[src/rtl/mips32_pkg.sv]
// Shared definitions for the MIPS32 instruction-fetch front end.
// Contents: reset fetch PC, default queue geometry, and the entry
// type stored in the prefetch queue.
package mips32_pkg;

  localparam logic [31:0] RESET_PC     = 32'h0000_0000;
  localparam int          QDEPTH_DEF   = 4;
  localparam int          MAX_OUT_DEF  = 2;

  typedef struct packed {
    logic [31:0] pc;
    logic [31:0] ir;
  } fetch_entry_t;

endpackage

[src/rtl/fetch_fifo.sv]
// Synchronous prefetch FIFO of fetch_entry_t.
// Ports:
//   clk, rst_n      clock, asynchronous active-low reset
//   flush           empty the FIFO (wins over push/pop)
//   push, push_data write one entry
//   pop             retire the head entry
//   head            current head entry (storage read, no bypass)
//   count           number of valid entries
module fetch_fifo
  import mips32_pkg::*;
#(
  parameter int DEPTH = QDEPTH_DEF
) (
  input  logic                       clk,
  input  logic                       rst_n,
  input  logic                       flush,
  input  logic                       push,
  input  fetch_entry_t               push_data,
  input  logic                       pop,
  output fetch_entry_t               head,
  output logic [$clog2(DEPTH):0]     count
);

  localparam int AW = $clog2(DEPTH);
  localparam int CW = AW + 1;

  fetch_entry_t        mem [DEPTH];
  logic [AW-1:0]       wr_q, wr_d, rd_q, rd_d;
  logic [CW-1:0]       count_q, count_d;
  logic                do_push, do_pop;

  always_comb begin
    // A push into a full FIFO is only legal when the head leaves this cycle.
    do_push = push && ((count_q != CW'(DEPTH)) || pop);
    do_pop  = pop && (count_q != '0);
    wr_d    = wr_q;
    rd_d    = rd_q;
    count_d = count_q;
    if (flush) begin
      wr_d    = '0;
      rd_d    = '0;
      count_d = '0;
    end else begin
      if (do_push) wr_d = wr_q + 1'b1;
      if (do_pop)  rd_d = rd_q + 1'b1;
      count_d = count_q + CW'(do_push) - CW'(do_pop);
    end
  end

  always_ff @(posedge clk or negedge rst_n) begin
    if (!rst_n) begin
      wr_q    <= '0;
      rd_q    <= '0;
      count_q <= '0;
    end else begin
      wr_q    <= wr_d;
      rd_q    <= rd_d;
      count_q <= count_d;
    end
  end

  // Storage is data only; validity comes from count_q.
  always_ff @(posedge clk) begin
    if (do_push && !flush) mem[wr_q] <= push_data;
  end

  assign head  = mem[rd_q];
  assign count = count_q;

endmodule

[src/rtl/instr_fetch_queue.sv]
// Instruction fetch unit with credit-based prefetch queue.
// Ports:
//   clk, rst_n                  clock, asynchronous active-low reset
//   imem_req/addr/ready         request channel to instruction memory
//   imem_rvalid/rdata           in-order response channel
//   redirect_valid/pc           PC redirect, flushes queue and in-flight work
//   if_valid/ir/pc/npc          head instruction presented to decode
//   id_ready                    decode accepts the head
//   q_count                     valid queue entries
module instr_fetch_queue
  import mips32_pkg::*;
#(
  parameter int          QDEPTH   = QDEPTH_DEF,
  parameter int          MAX_OUT  = MAX_OUT_DEF,
  parameter logic [31:0] RESET_PC = mips32_pkg::RESET_PC
) (
  input  logic                      clk,
  input  logic                      rst_n,
  output logic                      imem_req,
  output logic [9:0]                imem_addr,
  input  logic                      imem_ready,
  input  logic                      imem_rvalid,
  input  logic [31:0]               imem_rdata,
  input  logic                      redirect_valid,
  input  logic [31:0]               redirect_pc,
  output logic                      if_valid,
  output logic [31:0]               if_ir,
  output logic [31:0]               if_pc,
  output logic [31:0]               if_npc,
  input  logic                      id_ready,
  output logic [$clog2(QDEPTH):0]   q_count
);

  localparam int CNT_W = $clog2(QDEPTH) + 1;
  localparam int OUT_W = $clog2(MAX_OUT + 1);
  localparam int TAG_W = (MAX_OUT > 1) ? $clog2(MAX_OUT) : 1;
  localparam logic [OUT_W-1:0] MAX_OUT_V = OUT_W'(MAX_OUT);
  localparam logic [CNT_W:0]   QDEPTH_V  = (CNT_W + 1)'(QDEPTH);

  logic [31:0]      fetch_pc_q, fetch_pc_d;
  logic [OUT_W-1:0] outstanding_q, outstanding_d;
  logic [OUT_W-1:0] discard_q, discard_d;
  logic [TAG_W-1:0] tag_wr_q, tag_wr_d, tag_rd_q, tag_rd_d;
  logic [31:0]      tag_mem [MAX_OUT];

  logic             credit_ok, issue, returned, push, pop;
  fetch_entry_t     push_entry, head;

  function automatic logic [TAG_W-1:0] tag_inc(input logic [TAG_W-1:0] p);
    return (p == TAG_W'(MAX_OUT - 1)) ? '0 : p + 1'b1;
  endfunction

  always_comb begin
    // Queue entries plus in-flight requests never exceed the queue depth,
    // so every response that survives has a slot waiting for it.
    credit_ok = ({1'b0, q_count} + (CNT_W + 1)'(outstanding_q)) < QDEPTH_V;
    imem_req  = rst_n && !redirect_valid && (outstanding_q < MAX_OUT_V) && credit_ok;
    issue     = imem_req && imem_ready;
    // Responses with nothing in flight are protocol errors and ignored.
    returned  = imem_rvalid && (outstanding_q != '0);
    push      = returned && !redirect_valid && (discard_q == '0);
    pop       = if_valid && id_ready && !redirect_valid;

    outstanding_d = outstanding_q + OUT_W'(issue) - OUT_W'(returned);

    fetch_pc_d = fetch_pc_q;
    if (redirect_valid) fetch_pc_d = redirect_pc;
    else if (issue)     fetch_pc_d = fetch_pc_q + 32'd1;

    tag_wr_d = issue ? tag_inc(tag_wr_q) : tag_wr_q;
    // On redirect every tag still queued belongs to a stale request.
    tag_rd_d = redirect_valid ? tag_wr_d : (push ? tag_inc(tag_rd_q) : tag_rd_q);

    // Everything still in flight after a redirect cycle is stale.
    discard_d = discard_q;
    if (redirect_valid)                       discard_d = outstanding_d;
    else if (returned && (discard_q != '0))   discard_d = discard_q - 1'b1;

    push_entry.pc = tag_mem[tag_rd_q];
    push_entry.ir = imem_rdata;
  end

  always_ff @(posedge clk or negedge rst_n) begin
    if (!rst_n) begin
      fetch_pc_q    <= RESET_PC;
      outstanding_q <= '0;
      discard_q     <= '0;
      tag_wr_q      <= '0;
      tag_rd_q      <= '0;
    end else begin
      fetch_pc_q    <= fetch_pc_d;
      outstanding_q <= outstanding_d;
      discard_q     <= discard_d;
      tag_wr_q      <= tag_wr_d;
      tag_rd_q      <= tag_rd_d;
    end
  end

  always_ff @(posedge clk) begin
    if (issue) tag_mem[tag_wr_q] <= fetch_pc_q;
  end

  fetch_fifo #(.DEPTH(QDEPTH)) u_fifo (
    .clk       (clk),
    .rst_n     (rst_n),
    .flush     (redirect_valid),
    .push      (push),
    .push_data (push_entry),
    .pop       (pop),
    .head      (head),
    .count     (q_count)
  );

  always_comb begin
    imem_addr = fetch_pc_q[9:0];
    if_valid  = (q_count != '0);
    // Head fields read as zero when the queue is empty (and so in reset).
    if_ir  = if_valid ? head.ir : 32'd0;
    if_pc  = if_valid ? head.pc : 32'd0;
    if_npc = if_valid ? (head.pc + 32'd1) : 32'd0;
  end

`ifndef SYNTHESIS
  rvalid_needs_inflight_a : assert property (@(posedge clk) disable iff (!rst_n)
    imem_rvalid |-> (outstanding_q != '0));
`endif

endmodule

[config.mk]
export PLATFORM = sky130hd
export DESIGN_NAME = instr_fetch_queue
export DESIGN_NICKNAME = d
export VERILOG_FILES = /design/src/rtl/mips32_pkg.sv /design/src/rtl/fetch_fifo.sv /design/src/rtl/instr_fetch_queue.sv
export SDC_FILE = /design/constraint.sdc
export NUM_CORES = 1
export LEC_CHECK = 0
export BUFFER_PORTS_ARGS = -buffer_cell sky130_fd_sc_hd__buf_2
export CAP_MARGIN = 40
export CORE_ASPECT_RATIO = 0.7
export CORE_MARGIN = 2
export CORE_UTILIZATION = 35
export DETAILED_ROUTE_END_ITERATION = 12
export GPL_ROUTABILITY_DRIVEN = 0
export GPL_TIMING_DRIVEN = 1
export HOLD_SLACK_MARGIN = 0.06
export PLACE_DENSITY = 0.62
export SYNTH_ARGS = -nofsm -noshare
export SYNTH_HDL_FRONTEND = slang
export SYNTH_SLANG_ARGS = --single-unit
[constraint.sdc]
create_clock -name clk -period 6.5 [get_ports clk]
set_clock_uncertainty 0.1 [all_clocks]
set_input_delay 1.3 -clock clk [delete_from_list [all_inputs] [get_ports clk]]
set_output_delay 1.3 -clock clk [all_outputs]
set_load 0.02 [all_outputs]
==> reports/summary.json <==
{
  "post_cts_resize_count": 0,
  "initial_utilization_pct": 35.4,
  "post_synthesis_register_bit_count": 365,
  "numClockSinks": 365,
  "fin_setup_tns_ns": 0,
  "holdWs_ns": 0.414,
  "path_class": "reg -> out",
  "syn-instance-count": 933,
  "result_of_the_run": "complete, no violations",
  "yosysUniqueCellTypes": 49,
  "syn_area_per_cell_um2": 16.5,
  "compound_gate_fraction_of_synth_area_pct": 2.66,
  "synth-edff-count": 320,
  "cts-hold-fix-buffers": 0,
  "vdd.ir_drop.worst_uv": 231,
  "ys.flop_type": "edfxtp_1",
  "layout.filler_cells": 3921,
  "layout_min_cycle_time_ns": 5.24,
  "fp.dieArea_um2": 45700,
  "largest_net_degree_at_the_start_of_global_routing": 65,
  "power_frac_clock_pct": 30.8,
  "combinationalPowerShare_pct": 31.5,
  "achievable_clock_frequency_mhz": 191,
  "synth_top_cell_by_area": "edfxtp_1",
  "multi_input_comb_area_um2": 4360,
  "grt_antenna_before_repair": 2,
  "worstPathArrival_ns": 3.84,
  "timing.critical_path.required_ns": 5.10,
  "rows": 64,
  "design.core.area_um2": 43600,
  "portBuffers": 180,
  "antenna_violating_nets_post_route": 0,
  "overflow": 0,
  "global_route_wire_length_before_repair_um": 52900,
  "setup_viol": 0,
  "yosys-mux-area-fraction_pct": 12.0,
  "track_usage_pct": 15.2,
  "worstSetupStartpointType": "flip-flop",
  "max-slew-margin-rel_pct": 42.0,
  "syn-num-nets": 1018,
  "grt_setup_unrepaired": "false",
  "cts_tree": "yes",
  "synth_area_leaders": "edfxtp_1 62%, mux4_2 9.1%, dfrtp_1 7.3%",
  "synth-async-reset-ratio_pct": 12.3,
  "post_route_cells_drive_above_1_share_pct": 31.9,
  "p_seq_share_pct": 37.7,
  "type_of_element_capturing_the_critical_path": "output pin",
  "die_height_um": 180,
  "num_io_pins": 181,
  "yosysWarningCount": 0,
  "p_leak_uw": 0.00647,
  "wire_per_inst_um": 19.9,
  "post-route-drc-count": 0,
  "clock_insertion_delay_worst_skew_ns": 0.55,
  "number_of_buffers_created_by_cts": 39,
  "cap_viol_max_count": 0,
  "seq_area_frac_synth_pct": 69.7,
  "synth_fa_ha_area_share_pct": 1.27,
  "worst_pin_slew_ns": 0.867,
  "count_of_endpoints_failing_hold_in_the_final_timing_report": 0,
  "power_density_nw_per_um2": 417,
  "synth_top_family_by_area": "multiplexers",
  "cts-root-to-sink-buffers": 3,
  "seq_area_um2": 10700,
  "synth-simple-area-share_pct": 9.76,
  "synth_xor_xnor_area_share_pct": 2.50,
  "post_drt_via_cell_ratio": 5.00,
  "timing_max_transition_violations_final": 0,
  "syn2layout_area_growth_pct": 19.2,
  "cts_setup_buffers": 0,
  "mappedNetlistArea_um2": 15400,
  "die_x_um": 255,
  "layout_worst_path_cycle_share_pct": 80.7,
  "htree_num_levels": 2,
  "grt_pass1_vias": 8818,
  "detailroute.via_count": 8714,
  "worstPathMaxFanout": 36,
  "netlist.area_leader.share_pct": 62.4,
  "drt_first_pass_iters": 5,
  "drt_iter0_drc": 673,
  "internal_power_uw": 5110,
  "postRouteWirelength_um": 34700,
  "hold_path_class": "reg -> reg",
  "cts_root_buf": "clkbuf_16",
  "clk_pin_slew_worst_setup_hold_paths_ns": 0.06,
  "dp.final_hpwl_um": 22200,
  "netSwitchingFraction_pct": 33.3,
  "power.switching_uw": 2550,
  "final_net_count": 1204
}
power groups by stage:
stage | logic [µW] | registers, µW | clock network, µW
3_3_place_gp | 2330 | 2990 | 0
5_1_grt | 2640 | 2910 | 2500
6_report | 2420 | 2890 | 2360
2_1_floorplan | 1660 | 2890 | 0
3_5_place_dp | 2460 | 2940 | 0
4_1_cts | 2470 | 2890 | 2410
logic make-up (layout without fill, tap and decap cells):
| family | Yosys count | after routing |
|---|---|---|
| AND/OR/NAND/NOR | 275 | 275 |
| other | 0 | 1 |
| buffers and inverters | 67 | 281 |
| AO/OA/AOI/OAI | 65 | 65 |
| XOR/XNOR | 44 | 44 |
| adder cells (fa/ha/maj) | 15 | 15 |
| multiplexers | 102 | 102 |
| flip-flops | 365 | 365 |
cells in the mapped netlist, types with 3 or more instances:
| master | count |
|---|---|
| edfxtp_1 | 320 |
| and2_1 | 72 |
| mux4_2 | 62 |
| nand2_1 | 49 |
| nor2_1 | 47 |
| dfrtp_1 | 45 |
| mux2_2 | 34 |
| nand3_1 | 30 |
| o21ai_0 | 29 |
| clkbuf_1 | 28 |
| xor2_1 | 28 |
| nand4_1 | 21 |
| inv_1 | 16 |
| xnor2_1 | 16 |
| ha_1 | 14 |
| buf_4 | 11 |
| a21oi_1 | 8 |
| buf_2 | 8 |
| nor2b_1 | 8 |
| and3_1 | 7 |
| nor3_1 | 7 |
| or3_1 | 7 |
| o211ai_1 | 6 |
| a221o_1 | 5 |
| and4_1 | 5 |
| mux2i_1 | 5 |
| o311ai_0 | 5 |
| nor4_1 | 4 |
| a21o_1 | 3 |
| a22oi_1 | 3 |
| nand3_2 | 3 |
| or4_1 | 3 |
cell usage in the layout, fill, tap and decap left out, types with 8 or more instances in the layout:
master,netlist,layout
edfxtp_1,320,320
buf_2,8,181
and2_1,72,68
mux4_2,62,62
nand2_1,49,49
nor2_1,47,47
dfrtp_1,45,43
clkbuf_16,0,39
mux2_2,34,34
nand3_1,30,30
o21ai_0,29,29
xor2_1,28,28
nand4_1,21,21
xnor2_1,16,16
inv_1,16,15
ha_1,14,14
buf_4,11,11
clkbuf_1,28,10
nor2b_1,8,8
a21oi_1,8,8
critical path, cell delays in order, from the launching register on:
cell,delay (ns)
dfrtp_4,0.81
buf_4,0.57
mux4_2,0.39
nand4_1,0.17
nor3_2,0.39
nand3_1,0.14
or3_1,0.33
a21oi_1,0.23
buf_2,0.23
sequential cells by signal (all words and copies together), names as in the netlist:
signal	cells
tag_mem	64
tag_rd_q	1
tag_wr_q	1
u_fifo.rd_q	2
discard_q	2
u_fifo.mem	256
u_fifo.wr_q	2
u_fifo.count	3
fetch_pc_q	32
outstanding_q	2
cell type report:
type	count	share of cell area (%)
Antenna cell	1	0.0136
Timing Repair Buffer	196	5.94
Multi-Input combinational cell	501	23.8
Tap cell	594	4.05
Clock buffer	52	5.74
Clock inverter	17	1.66
Inverter	16	0.327
Sequential cell	365	58.5
layer usage:
metal  GRT usage (%)  vias to the layer above  routed length, µm
li1                -                     3957                  -
met1            23.1                     4446              16700
met2            22.3                      256              15300
met3            3.16                       53               2140
met4            3.77                        2                628
met5               0                        -                 13
worst paths after layout:
check,from,to,slack (ns),cells after the start
max,u_fifo.rd_q[1]$_DFFE_PN0P_,if_npc[28],1.26,8
min,fetch_pc_q[25]$_DFFE_PN0P_,tag_mem[0][25]$_DFFE_PP_,0.41,0
max reg2reg,u_fifo.count[1]$_DFF_PN0_,tag_mem[0][10]$_DFFE_PP_,3.21,7
min reg2reg,fetch_pc_q[25]$_DFFE_PN0P_,tag_mem[0][25]$_DFFE_PP_,0.41,0
max in group asynchronous,rst_n,u_fifo.rd_q[1]$_DFFE_PN0P_,5.04,2
min in group asynchronous,rst_n,u_fifo.count[2]$_DFF_PN0_,0.75,2
through the flow:
stage / utilization, % / cell area [µm²] / total power [µW] / setup WS [ns] / instances
floorplan: - / 15400 / 4540 / 2.36 / 933
finish: 42.2 / 18400 / 7670 / 1.26 / 1742
detailed placement: 39.0 / 17000 / 5390 / 1.83 / 1672
global route: 42.1 / 18400 / 8040 / 0.999 / 1741
global placement: 38.8 / 16900 / 5320 / 1.70 / 1667
CTS: 42.1 / 18400 / 7770 / 1.22 / 1741
No activity file was read; power rests on OpenSTA's default activity.
